File: src/rtl/complex_gate_pkg.sv
// Shared definitions for the complex_gate self-test sequencer.
//   - FSM state encoding (3-bit)
//   - default widths / table size
//   - the test vector table and expected gate outputs
package complex_gate_pkg;

  localparam int WIDTH         = 16;
  localparam int NUM_VECTORS   = 8;
  localparam int SETTLE_CYCLES = 2;
  localparam int IDX_W         = $clog2(NUM_VECTORS);
  localparam int CNT_W         = $clog2(NUM_VECTORS + 1);

  typedef enum logic [2:0] {
    ST_IDLE   = 3'd0,
    ST_DRIVE  = 3'd1,
    ST_SETTLE = 3'd2,
    ST_SAMPLE = 3'd3,
    ST_DONE   = 3'd4
  } state_e;

  // Entry i occupies bits [i*WIDTH +: WIDTH]; entry 0 is the rightmost word.
  localparam logic [NUM_VECTORS*WIDTH-1:0] VEC_TABLE = {
    16'hFFFF, 16'hAAAA, 16'h5826, 16'h00C3,
    16'hC300, 16'h00FF, 16'hFF00, 16'h0000
  };

  // Expected z for entry i is bit i.
  localparam logic [NUM_VECTORS-1:0] EXP_TABLE = 8'b1001_1110;

endpackage

File: src/rtl/complex_gate_vec_rom.sv
// Combinational test-vector ROM for the complex_gate self-test.
// Ports:
//   idx_i  - table index
//   vec_o  - stimulus vector for complex_gate.x
//   exp_o  - expected complex_gate.z for that vector
module complex_gate_vec_rom
  import complex_gate_pkg::*;
(
  input  logic [IDX_W-1:0] idx_i,
  output logic [WIDTH-1:0] vec_o,
  output logic             exp_o
);

  assign vec_o = VEC_TABLE[idx_i*WIDTH +: WIDTH];
  assign exp_o = EXP_TABLE[idx_i];

endmodule

File: src/rtl/complex_gate_bist.sv
// Hardware self-test sequencer for the complex_gate pattern detector.
// A start request walks the vector table: drive a vector, wait SETTLE_CYCLES,
// sample z_in against the expected bit, count mismatches and remember the
// first failing index. Results stay visible while done=1.
// Ports:
//   clk, rst_n        - clock (rising edge), asynchronous active-low reset
//   start             - level-sampled run request (ignored while busy)
//   x_out / z_in      - stimulus to and result from complex_gate
//   busy, done, pass  - run status; pass valid while done=1
//   err_count         - mismatching vectors in the last run
//   first_fail_idx    - index of the first mismatch
//   first_fail_valid  - at least one mismatch in the last run
module complex_gate_bist
  import complex_gate_pkg::*;
#(
  parameter int WIDTH         = complex_gate_pkg::WIDTH,
  parameter int NUM_VECTORS   = complex_gate_pkg::NUM_VECTORS,
  parameter int SETTLE_CYCLES = complex_gate_pkg::SETTLE_CYCLES,
  parameter int CNT_W         = complex_gate_pkg::CNT_W
) (
  input  logic             clk,
  input  logic             rst_n,
  input  logic             start,
  output logic [WIDTH-1:0] x_out,
  input  logic             z_in,
  output logic             busy,
  output logic             done,
  output logic             pass,
  output logic [CNT_W-1:0] err_count,
  output logic [IDX_W-1:0] first_fail_idx,
  output logic             first_fail_valid
);

  localparam int SET_W = (SETTLE_CYCLES < 2) ? 1 : $clog2(SETTLE_CYCLES);

  state_e           state_q;
  logic [IDX_W-1:0] idx_q;
  logic [SET_W-1:0] cnt_q;
  logic [WIDTH-1:0] x_q;
  logic             busy_q;
  logic             done_q;
  logic             pass_q;
  logic [CNT_W-1:0] err_q;
  logic [IDX_W-1:0] ffi_q;
  logic             ffv_q;

  logic [WIDTH-1:0] rom_vec;
  logic             rom_exp;
  logic             mismatch;
  logic [CNT_W-1:0] err_d;

  function automatic logic [CNT_W-1:0] sat_inc(input logic [CNT_W-1:0] v);
    return (&v) ? v : v + 1'b1;
  endfunction

  complex_gate_vec_rom u_rom (
    .idx_i (idx_q),
    .vec_o (rom_vec),
    .exp_o (rom_exp)
  );

  assign mismatch = (z_in != rom_exp);
  // Error count as it will be after the current SAMPLE cycle; pass must see it.
  assign err_d    = mismatch ? sat_inc(err_q) : err_q;

  always_ff @(posedge clk or negedge rst_n) begin
    if (!rst_n) begin
      state_q <= ST_IDLE;
      idx_q   <= '0;
      cnt_q   <= '0;
      x_q     <= '0;
      busy_q  <= 1'b0;
      done_q  <= 1'b0;
      pass_q  <= 1'b0;
      err_q   <= '0;
      ffi_q   <= '0;
      ffv_q   <= 1'b0;
    end else begin
      case (state_q)
        // DONE behaves like IDLE except that results stay on display.
        ST_IDLE, ST_DONE: begin
          if (start) begin
            err_q   <= '0;
            ffi_q   <= '0;
            ffv_q   <= 1'b0;
            pass_q  <= 1'b0;
            done_q  <= 1'b0;
            idx_q   <= '0;
            busy_q  <= 1'b1;
            state_q <= ST_DRIVE;
          end
        end
        ST_DRIVE: begin
          x_q     <= rom_vec;
          cnt_q   <= SET_W'(SETTLE_CYCLES - 1);
          state_q <= ST_SETTLE;
        end
        ST_SETTLE: begin
          if (cnt_q == '0) state_q <= ST_SAMPLE;
          else             cnt_q   <= cnt_q - 1'b1;
        end
        ST_SAMPLE: begin
          err_q <= err_d;
          if (mismatch && !ffv_q) begin
            ffi_q <= idx_q;
            ffv_q <= 1'b1;
          end
          // done/pass are raised on the way into DONE so that a held start
          // restarts from DONE after exactly one cycle of done=1.
          if (idx_q == IDX_W'(NUM_VECTORS - 1)) begin
            busy_q  <= 1'b0;
            done_q  <= 1'b1;
            pass_q  <= (err_d == '0);
            state_q <= ST_DONE;
          end else begin
            idx_q   <= idx_q + 1'b1;
            state_q <= ST_DRIVE;
          end
        end
        default: state_q <= ST_IDLE;
      endcase
    end
  end

  assign x_out            = x_q;
  assign busy             = busy_q;
  assign done             = done_q;
  assign pass             = pass_q;
  assign err_count        = err_q;
  assign first_fail_idx   = ffi_q;
  assign first_fail_valid = ffv_q;

endmodule

File: config.mk
export PLATFORM = sky130hd
export DESIGN_NAME = complex_gate_bist
export DESIGN_NICKNAME = d
export VERILOG_FILES = /design/src/rtl/complex_gate_pkg.sv /design/src/rtl/complex_gate_vec_rom.sv /design/src/rtl/complex_gate_bist.sv
export SDC_FILE = /design/constraint.sdc
export NUM_CORES = 1
export LEC_CHECK = 0
export CORE_UTILIZATION = 49
export DETAILED_ROUTE_END_ITERATION = 12
export PLACE_DENSITY = 0.84
export SLEW_MARGIN = 20
export SYNTH_ARGS = -nofsm -noshare
export SYNTH_HDL_FRONTEND = slang
export SYNTH_HIERARCHICAL = 1
export SYNTH_SLANG_ARGS = --single-unit
File: constraint.sdc
create_clock -name clk -period 4.6 [get_ports clk]
set_input_delay 0.46 -clock clk [delete_from_list [all_inputs] [get_ports clk]]
set_output_delay 0.46 -clock clk [all_outputs]
set_load 0.1 [all_outputs]
==> out/results.ini, run 1 <==
[outcome]
status=complete, no violations

[critical_path]
crit_required_ps=4140
start_kind=flop
critical_path.max_stage_delay_ps=1190
r2r_slack_ps=2260
path_class=reg2out
cp.buffers_inverters=1
path_cells=clkdlybuf4s50_1
setup.worst_path.start=err_count[3]$_DFFE_PN0P_
critPathMaxFanout=6
r2r_start=idx_q[0]$_DFFE_PN0P_
crit_slowest_cell=clkdlybuf4s50_1
crit_family=buffers and inverters
cp.arrival_ps=2030
cp-end-kind=output pin

[floorplan]
die-area_um2=3831
die_y_um=61.90
pin_count=31
core-area_um2=3390
initial_core_util=0.5186
fp.dieW_um=61.90
rows=21

[global_route]
grt_pass1_vias=1119
grt_pass1_wl_um=5057
antenna_found_initial=0
grt_util_all_layers=0.1893
grt_max_degree=35
grt_overflow=0

[cells_and_area]
syn2layout_area_growth_pct=21.57
layout_common_cells=34 x dfrtp_1, 30 x clkdlybuf4s50_1, 17 x nand2_1
nets=187
num-fill-cells=280
drive_gt1_frac=0.2343
final_common_cell=dfrtp_1
diodes=0

[drt]
first_pass_iters=4
drc=0
met3WireLength_um=121
wl_met2_um=1609
dr.max_layer_used=met4
route.vias.total=1179
routed_wl_um=3138
drtAntennaViolNets=0
wl_met1_um=1362
viasPerCell=5.335
drt_iter0_markers=32
wl_per_cell_um=14.20

[yosys]
post_synth.cell_area_avg_um2=12.21
seq_area_frac_synth=0.4840
ys_warn_count=6
synth_fp_nets=156
synth_cells=144
ys_types=36
synth-seq-cells=34
netlist_area_um2=1758

[timing]
rsz0062_at_grt=false
report.final.slew_viol_count=0
slew-limit-headroom=0.3504
finalHoldViolCount=0
max_freq_mhz=401.5
finClkSkew_ps=15.95
setup_violations=0
tightestPinTransition_ps=971.4
period_needed_ps=2490
fin_setup_tns_ps=0
period_share=0.5414
whs_ps=514.6

[hold_path]
min_from=first_fail_idx[2]$_DFFE_PN0P_
hp-class=reg2reg

[clock_tree]
cts_sinks=34
clk_pin_slew_ps=100
cts_hold_buffers=0
cts_max_path_buffers=2
clock_latency_ps=350
cts_setup_buffers=0
cts_tree=built
cts_made_buffers=5
cts_resized=0
htreeDepth=2
cts_root_buf=clkbuf_4

[placement]
io_buffers=30
place.gp.congestion=0.8183
post-dp-hpwl_um=2308

[run]
max-cap-violations=0

==> routing by layer <==
layer  GRT usage  up-vias
met5           0        -
met4     0.07619        0
met3     0.04555        6
met2      0.3318       27
met1      0.2234      583
li1            -      563
==> cell usage after synthesis, drive strengths merged <==
cell type  count  area [um^2]
o21ai          8        51.30
nor3           3        15.01
a22o           5        43.79
and3b          1        10.01
or3b           1        11.26
o41ai          2        25.03
nor2b          2        12.51
a21oi          4        20.02
nor3b          3        33.78
xnor2          2        25.03
a32o           1        10.01
mux2i          3        30.03
a21o           1        7.510
nand3b         1        7.510
buf            7        67.56
dfrtp         34        850.8
nor2           7        26.28
nand2b         3        41.29
a31o           1        8.760
or2            1        6.260
and4b          2        20.02
mux2          18        210.2
nand2         19        76.32
a31oi          1        21.27
inv            4        15.01
ha             8        100.1
nand3          1        5.000
and3           1        6.260
==> worst paths after layout <==
| path | endpoint | depth (start not counted) |
|---|---|---|
| setup / recovery | err_count[3] | 1 |
| hold / removal | first_fail_idx[2]$_DFFE_PN0P_ | 1 |
| setup reg to reg | pass$_DFFE_PN0P_ | 7 |
| hold reg to reg | first_fail_idx[2]$_DFFE_PN0P_ | 1 |
| max in group asynchronous | err_count[2]$_DFFE_PN0P_ | 2 |
| min in group asynchronous | idx_q[1]$_DFFE_PN0P_ | 2 |
==> layout make-up <==
cell class	count	area (um^2)	area share
Clock buffer	6	51.30	0.02400
Sequential cell	34	850.8	0.3981
Tap cell	46	57.56	0.02693
Multi-Input combinational cell	99	824.5	0.3858
Clock inverter	1	30.03	0.01405
Timing Repair Buffer	31	307.8	0.1440
Inverter	4	15.01	0.007026
==> flip-flops by register name, summed over array words and instances (netlist names) <==
| signal | cells |
|---|---|
| busy | 1 |
| cnt_q | 1 |
| done | 1 |
| err_count | 4 |
| first_fail_idx | 3 |
| first_fail_valid | 1 |
| idx_q | 3 |
| pass | 1 |
| state_q | 3 |
| x_out | 16 |
==> kinds of logic (layout without fill, tap and decap cells) <==
logic type,count (synthesis),in the layout,share of synthesized area
simple gates,45,45,0.1544
flops,34,34,0.4840
compound gates,23,23,0.1068
mux,21,21,0.1367
buf+inv,11,42,0.04697
fa+ha+maj,8,8,0.05694
xor+xnor,2,2,0.01424
==> stage by stage <==
stage | instance area (um^2) | cells | utilization | setup WS (ps)
6_report | 2137 | 221 | 0.6305 | 2110
5_1_grt | 2137 | 221 | 0.6305 | 2077
4_1_cts | 2137 | 221 | 0.6305 | 2106
3_5_place_dp | 2056 | 214 | 0.6065 | 2274
3_3_place_gp | 2056 | 214 | 0.6065 | 2384
2_1_floorplan | 1758 | 144 | - | 2468
Power of run 1 is not shown: default switching activity piles up to over one toggle a cycle in this logic, so the estimate is an artifact.
==> run 2, diff against run 1 <==
==> constraint.sdc (replaced) <==
create_clock -name clk -period 2.3 [get_ports clk]
set_input_delay 0.23 -clock clk [delete_from_list [all_inputs] [get_ports clk]]
set_output_delay 0.23 -clock clk [all_outputs]
set_load 0.1 [all_outputs]
==> out/results.ini, run 2 (same netlist as run 1, synthesis figures left out) <==
[timing]
rsz0062_at_grt=false
whs_ps=282.4  ; -232.1 ps
slew-limit-headroom=0.6053  ; +0.2549
setup_violations=0  ; unchanged
tightestPinTransition_ps=590.8  ; -380.6 ps
fin_setup_tns_ps=0  ; unchanged
finClkSkew_ps=3.980  ; -11.97 ps
period_share=0.8431
finalHoldViolCount=0  ; unchanged
report.final.slew_viol_count=0  ; unchanged
period_needed_ps=1939
max_freq_mhz=515.7

[placement]
placed_cell_area_um2=2011  ; -2.2%
io_buffers=30  ; unchanged
post-dp-hpwl_um=2361  ; +2.3%
place.gp.congestion=0.8198  ; +0.18%

[drt]
routed_wl_um=3144  ; +0.19%
first_pass_iters=4  ; unchanged
drt_iter0_markers=41  ; +28%
drc=0  ; unchanged
viasPerCell=5.289  ; -0.86%
route.vias.total=1190  ; +0.93%
drtAntennaViolNets=0  ; unchanged
wl_per_cell_um=13.97  ; -1.6%

[clock_tree]
cts_sinks=34  ; unchanged
clock_latency_ps=340  ; about the same
cts_hold_buffers=0  ; unchanged
htreeDepth=2  ; unchanged
clk_pin_slew_ps=110  ; about the same
cts_tree=built
cts_resized=0  ; unchanged
cts_root_buf=clkbuf_4
cts_max_path_buffers=2  ; unchanged
cts_setup_buffers=0  ; unchanged
cts_made_buffers=5  ; unchanged

[floorplan]
die-area_um2=3831  ; unchanged
fp.dieW_um=61.90  ; unchanged
initial_core_util=0.5186  ; unchanged
core-area_um2=3390  ; unchanged
rows=21  ; unchanged
die_y_um=61.90  ; unchanged
pin_count=31  ; unchanged

[cells_and_area]
largest_reg_flops=16  ; unchanged
nets=190  ; +1.6%
final_cell_area_um2=2117  ; -0.94%
drive_gt1_frac=0.4022  ; +0.1679
final_common_cell=dfrtp_1
syn2layout_area_growth_pct=20.43
layout_common_cells=34 x dfrtp_1, 31 x buf_4, 17 x nand2_1
diodes=0  ; unchanged

[critical_path]
critical_path.max_stage_delay_ps=390  ; -800 ps
start_kind=flop
path_class=reg2reg
crit_required_ps=2550  ; -1590 ps
crit_family=multiplexers
critPathMaxFanout=5  ; -1
cp.arrival_ps=2190  ; +160 ps
path_cells=inv_1, ha_1, mux2i_1, xnor2_2, nor2b_1, mux2_4, o41ai_2
cp-end-kind=flop
crit_slowest_cell=dfrtp_1
cp.buffers_inverters=1  ; unchanged

[global_route]
grt_max_degree=35  ; unchanged
grt_overflow=0  ; unchanged
grt_pass1_wl_um=5340  ; +5.6%
grt_util_all_layers=0.1982  ; +0.008898
grt_pass1_vias=1155  ; +3.2%
antenna_found_initial=0  ; unchanged

[hold_path]
hp-class=in2async

[run]
max-cap-violations=0  ; unchanged

[outcome]
status=complete, no violations

run 2: layer usage:
metal,vias to the layer above,share of wire,track usage
met3,5,0.045,0.05797
met1,579,0.42,0.2249
met2,31,0.52,0.3502
met4,0,0.017,0.07937
li1,575,-,-
met5,-,0,0
run 2: stage by stage:
step	setup WS (ps)	instances	utilization
finish	360.8	225	0.6246
global route	209.4	225	0.6246
CTS	332.3	225	0.6246
detailed placement	360.9	217	0.5932
global placement	414.8	217	0.5932
floorplan	167.8	144	-
run 2: worst paths after layout:
kind | from | to | slack [ps] | cells past startpoint
min | rst_n | x_out[13]$_DFFE_PN0P_ | 280 | 2
min reg2reg | busy$_DFFE_PN0P_ | busy$_DFFE_PN0P_ | 510 | 2
max | idx_q[1]$_DFFE_PN0P_ | pass$_DFFE_PN0P_ | 360 | 7
max in group asynchronous | rst_n | pass$_DFFE_PN0P_ | 1720 | 2
min in group clk | start | state_q[2]$_DFFE_PN0P_ | 500 | 2
max reg2reg | idx_q[1]$_DFFE_PN0P_ | pass$_DFFE_PN0P_ | 360 | 7
run 2: layout make-up:
type                       instances  area [um^2]
clock buffer                       5        37.54
timing repair buffer              34        262.8
inverter                           4        15.01
multi-input combinational         99        824.5
sequential                        34        850.8
clock inverter                     3        68.82
tap                               46        57.56
fill                             287         1272
Power of run 2 is left out for the same reason.
